$ cat config.mk
export PLATFORM = sky130hd
export DESIGN_NAME = fifo_uart_tx
export DESIGN_NICKNAME = d
export VERILOG_FILES = /design/src/rtl/fifo_uart_tx.sv
export SDC_FILE = /design/constraint.sdc
export NUM_CORES = 1
export LEC_CHECK = 0
export ABC_CLOCK_PERIOD_IN_PS = 1800
export CAP_MARGIN = 20
export CORE_MARGIN = 2
export CORE_UTILIZATION = 49
export DETAILED_ROUTE_END_ITERATION = 6
export PLACE_DENSITY = 0.77
export SLEW_MARGIN = 20
export SYNTH_ARGS = -nofsm -noshare
export SYNTH_HDL_FRONTEND = slang
export SYNTH_SLANG_ARGS = --single-unit
$ cat constraint.sdc
create_clock -name clk -period 1.8 [get_ports clk]
set_input_delay 0.18 -clock clk [delete_from_list [all_inputs] [get_ports clk]]
set_output_delay 0.18 -clock clk [all_outputs]
set_load 0.05 [all_outputs]
$ cat src/rtl/fifo_uart_tx.sv
// UART transmitter that drains a first-word-fall-through FIFO.
// Frames are: start, 8 data bits LSB first, optional parity, 1 or 2 stop bits.
module fifo_uart_tx #(
   parameter int CLKS_PER_BIT = 868,
   parameter int PARITY       = 0,
   parameter int STOP_BITS    = 1
) (
   input  logic       clk,
   input  logic       rst,
   input  logic [7:0] fifo_data,
   input  logic       fifo_empty,
   output logic       fifo_read,
   output logic       tx,
   output logic       busy
);

   localparam int CW = $clog2(CLKS_PER_BIT);
   localparam logic [CW-1:0] CNT_MAX   = CW'(CLKS_PER_BIT - 1);
   localparam logic          STOP_LAST = 1'(STOP_BITS - 1);

   localparam logic [2:0] S_IDLE   = 3'd0;
   localparam logic [2:0] S_START  = 3'd1;
   localparam logic [2:0] S_DATA   = 3'd2;
   localparam logic [2:0] S_PARITY = 3'd3;
   localparam logic [2:0] S_STOP   = 3'd4;

   logic [2:0]    state_q, state_d;
   logic [7:0]    shift_q, shift_d;
   logic [7:0]    byte_q, byte_d;
   logic [CW-1:0] cnt_q, cnt_d;
   logic [2:0]    idx_q, idx_d;
   logic          stop_q, stop_d;
   logic          tx_q, tx_d;
   logic          bit_end;
   logic          par_bit;

   assign bit_end   = (cnt_q == CNT_MAX);
   // Parity comes from the unshifted copy so it is stable through the frame.
   assign par_bit   = (^byte_q) ^ (PARITY == 2);
   assign fifo_read = (state_q == S_IDLE) && !fifo_empty && !rst;
   assign busy      = (state_q != S_IDLE);
   assign tx        = tx_q;

   always_comb begin
      state_d = state_q;
      shift_d = shift_q;
      byte_d  = byte_q;
      idx_d   = idx_q;
      stop_d  = stop_q;
      tx_d    = tx_q;
      cnt_d   = bit_end ? '0 : cnt_q + CW'(1);
      case (state_q)
         S_IDLE: begin
            cnt_d = '0;
            tx_d  = 1'b1;
            if (fifo_read) begin
               shift_d = fifo_data;
               byte_d  = fifo_data;
               tx_d    = 1'b0;
               state_d = S_START;
            end
         end
         S_START: begin
            if (bit_end) begin
               tx_d    = shift_q[0];
               idx_d   = 3'd0;
               state_d = S_DATA;
            end
         end
         S_DATA: begin
            if (bit_end) begin
               if (idx_q != 3'd7) begin
                  shift_d = shift_q >> 1;
                  idx_d   = idx_q + 3'd1;
                  tx_d    = shift_q[1];
               end else if (PARITY != 0) begin
                  tx_d    = par_bit;
                  state_d = S_PARITY;
               end else begin
                  tx_d    = 1'b1;
                  stop_d  = 1'b0;
                  state_d = S_STOP;
               end
            end
         end
         S_PARITY: begin
            if (bit_end) begin
               tx_d    = 1'b1;
               stop_d  = 1'b0;
               state_d = S_STOP;
            end
         end
         S_STOP: begin
            if (bit_end) begin
               if (stop_q == STOP_LAST) begin
                  stop_d  = 1'b0;
                  state_d = S_IDLE;
               end else begin
                  stop_d = 1'b1;
               end
            end
         end
         default: begin
            tx_d    = 1'b1;
            state_d = S_IDLE;
         end
      endcase
   end

   always_ff @(posedge clk) begin
      if (rst) begin
         state_q <= S_IDLE;
         shift_q <= '0;
         byte_q  <= '0;
         cnt_q   <= '0;
         idx_q   <= '0;
         stop_q  <= 1'b0;
         tx_q    <= 1'b1;
      end else begin
         state_q <= state_d;
         shift_q <= shift_d;
         byte_q  <= byte_d;
         cnt_q   <= cnt_d;
         idx_q   <= idx_d;
         stop_q  <= stop_d;
         tx_q    <= tx_d;
      end
   end

endmodule
==> results.py <==
metrics = {
    "floorplan": {
        "dieArea_um2": 3030,
        "rows": 18,
        "die_w_um": 55.1,
        "ios": 14,
        "start_util": 0.516,
        "die_y_um": 55.1,
        "fp.coreArea_um2": 2480,
    },
    "clock_network": {
        "clk_pin_slew_worst_paths_ns": 0.13,
        "cts_sinks": 25,
        "clk_latency_ns": 0.31,
        "cts_made_buffers": 3,
        "cts_root_buffer": "clkbuf_4",
        "cts-hold-fix-buffers": 0,
        "cts_tree": "built",
        "clockBufferDepth": 2,
        "ctsHtreeMaxLevel": 1,
    },
    "cells_and_area": {
        "antennaDiodeCount": 0,
        "most-common-layout-cells": "22 x dfxtp_1, 19 x buf_4, 16 x nor2_1",
        "drive_above_1_share": 0.249,
        "multi_input_comb_area_um2": 753,
        "final_common_cell": "dfxtp_1",
        "fillers": 192,
        "finalNetCount": 188,
        "register_area_um2": 504,
        "syn2layout_area_growth_pct": 29.3,
    },
    "timing": {
        "max_slew_margin": 0.676,
        "fin_crit_ns": 1.87,
        "fin_crit_sh": 1.04,
        "timing.hold.ws_ns": 0.415,
        "setup_violations": 5,
        "skew_ns": 0.00933,
        "finalWorstSetupSlack_ns": -0.0718,
        "max_freq_mhz": 534,
        "rsz0062_at_grt": "yes",
        "tightest_slew_ns": 0.485,
        "final_hold_viol_count": 0,
        "finalMaxSlewViolations": 0,
    },
    "route": {
        "via_per_inst": 5.62,
        "post_drt_wl_per_cell_um": 13.5,
        "antenna_left": 0,
        "drt_first_pass_iters": 4,
        "drc": 0,
        "totalWireLength_um": 2740,
        "drtIter0Drc": 43,
        "num_vias": 1141,
    },
    "yosys": {
        "yosysSeqAreaShare": 0.391,
        "ys_ff_latch": 25,
        "synth_cells": 145,
        "syn_area_um2": 1280,
        "synth_edf_count": 0,
        "synth_nets": 159,
        "ys_warn_count": 0,
        "synthArstFlopShare": 0,
        "synth.distinct_cells": 41,
        "ys.flop_type": "dfxtp_1",
        "syn_avg_cell_area_um2": 8.82,
    },
    "placement": {
        "hpwl_um": 1770,
        "port_buffers": 13,
        "gp_congestion": 0.744,
        "pre_cts_ws_ns": -0.0873,
    },
    "worst_setup_path": {
        "crit_chain": "ha_4 > ha_4 > or3b_1 > a21o_1 > or4_4 > a21oi_2",
        "worstSetupPathType": "reg -> reg",
        "required_ns": 2.06,
        "critPathSlowestCell": "or4_4",
        "crit_start": "idx_q[0]",
        "critical_path_arrival_ns": 2.13,
        "startpoint_type": "flop",
        "timing.rr.start": "idx_q[0]",
        "cp_slowest_stage_delay_ns": 0.43,
        "end_kind": "flop",
        "crit_fanout": 4,
        "crit_top_cell": "ha_4",
    },
    "global_routing": {
        "overflow": 0,
        "grt_max_degree": 17,
        "grt_antenna_before_repair": 0,
        "track_usage": 0.191,
        "grt_pass1_vias": 946,
        "grt_pass1_wl_um": 4140,
    },
    "worst_hold_path": {
        "min_path_type": "in -> reg",
        "hold_start": "fifo_data[7]",
    },
    "run": {
        "maxCapViolations": 0,
    },
    "pwr": {
        "power_density_nw_per_um2": 604,
        "peakVddDrop_mv": 0.525,
        "p_leak_nw": 0.601,
    },
    "status": {
        "violations": "negative setup slack",
        "status": "finished, violations left",
    },
}
==> registers in the layout (all words and copies together) (netlist names) <==
name     count
idx_q        3
cnt_q       10
state_q      3
tx           1
shift_q      8
==> stage by stage <==
step	instance area, um2	utilization	total power [mW]	TNS, ns	instances
6_report	1650	0.667	0.998	-0.230	203
5_1_grt	1650	0.667	1.04	-0.896	203
2_1_floorplan	1290	-	0.683	-0.0883	145
3_3_place_gp	1490	0.601	0.732	0	190
4_1_cts	1630	0.657	1.00	-0.241	202
3_5_place_dp	1490	0.601	0.737	-0.0873	190
==> Yosys cell counts, drive strengths merged, types with 2 or more instances <==
cell    instances  area, um2
xor2            7       61.3
a221oi          7       67.6
o21a            2       15.0
nor2           16       60.1
o21ai           3       15.0
nand2           7       26.3
dfxtp          25        500
nand2b          2       12.5
nand4b          2       17.5
nand4           4       25.0
ha              3       37.5
buf             6       42.5
nor4b           2       17.5
nand3           5       25.0
clkbuf          3       11.3
inv             9       33.8
o21ba           2       20.0
a21oi           4       20.0
a311oi          7       61.3
and3            2       12.5
or3             2       17.5
nor3            4       20.0
nor2b           7       43.8
==> cells by family (layout without fill, tap and decap cells) <==
logic type	count (synthesis)	count (layout)	synth area share
AO/OA/AOI/OAI	30	30	0.188
AND/OR/NAND/NOR	61	61	0.268
XOR/XNOR	8	8	0.0548
adder cells (fa/ha/maj)	3	3	0.0294
flip-flops	25	25	0.391
buffers and inverters	18	46	0.0685
==> power breakdown <==
part / internal [mW] / switching, mW / leakage, nW
registers: 0.571 / 0.0113 / 0.205
clock network: 0.0866 / 0.157 / 0.0150
logic: 0.0897 / 0.0829 / 0.381
total: 0.747 / 0.251 / 0.601
==> layout make-up <==
type | instances | share of cell area
Clock buffer | 4 | 0.0159
Inverter | 9 | 0.0220
Multi-Input combinational cell | 102 | 0.456
Sequential cell | 25 | 0.305
Tap cell | 30 | 0.0227
Timing Repair Buffer | 33 | 0.179
==> critical path, delay by kind of cell, from the launching register on <==
| kind | cells | cell delay (ns) |
|---|---|---|
| AOI/OAI and AO/OA | 2 | 0.36 |
| adders and majority gates | 2 | 0.33 |
| DFF | 1 | 0.37 |
| and+or+nand+nor | 2 | 0.77 |
==> path summary, 6_finish.rpt <==
path | slack (ns) | endpoint | cells past startpoint
setup / recovery | -0.07 | idx_q[0] | 6
hold / removal | 0.41 | shift_q[7] | 3
setup reg to reg | -0.07 | idx_q[0] | 6
hold reg to reg | 0.48 | shift_q[2] | 2
==> metal layers <==
layer  vias to the layer above  global-route usage  part of all wire  routed length [um]
met4                         0              0.0732            0.0044                  12
met3                         2              0.0242             0.041                 113
met2                        22               0.306              0.45                1230
li1                        587                   -                 -                   -
met5                         -                   0                 0                   0
met1                       530               0.262              0.50                1380
==> what timing repair did <==
item | 4_1_cts | 5_1_grt
endpoints found under the setup margin | 3 | 16
resized for setup | 10 | 5
setup buffers | 8 | 1
pin swaps | 0 | 2
Note: power is estimated with default switching activity, not from simulation.
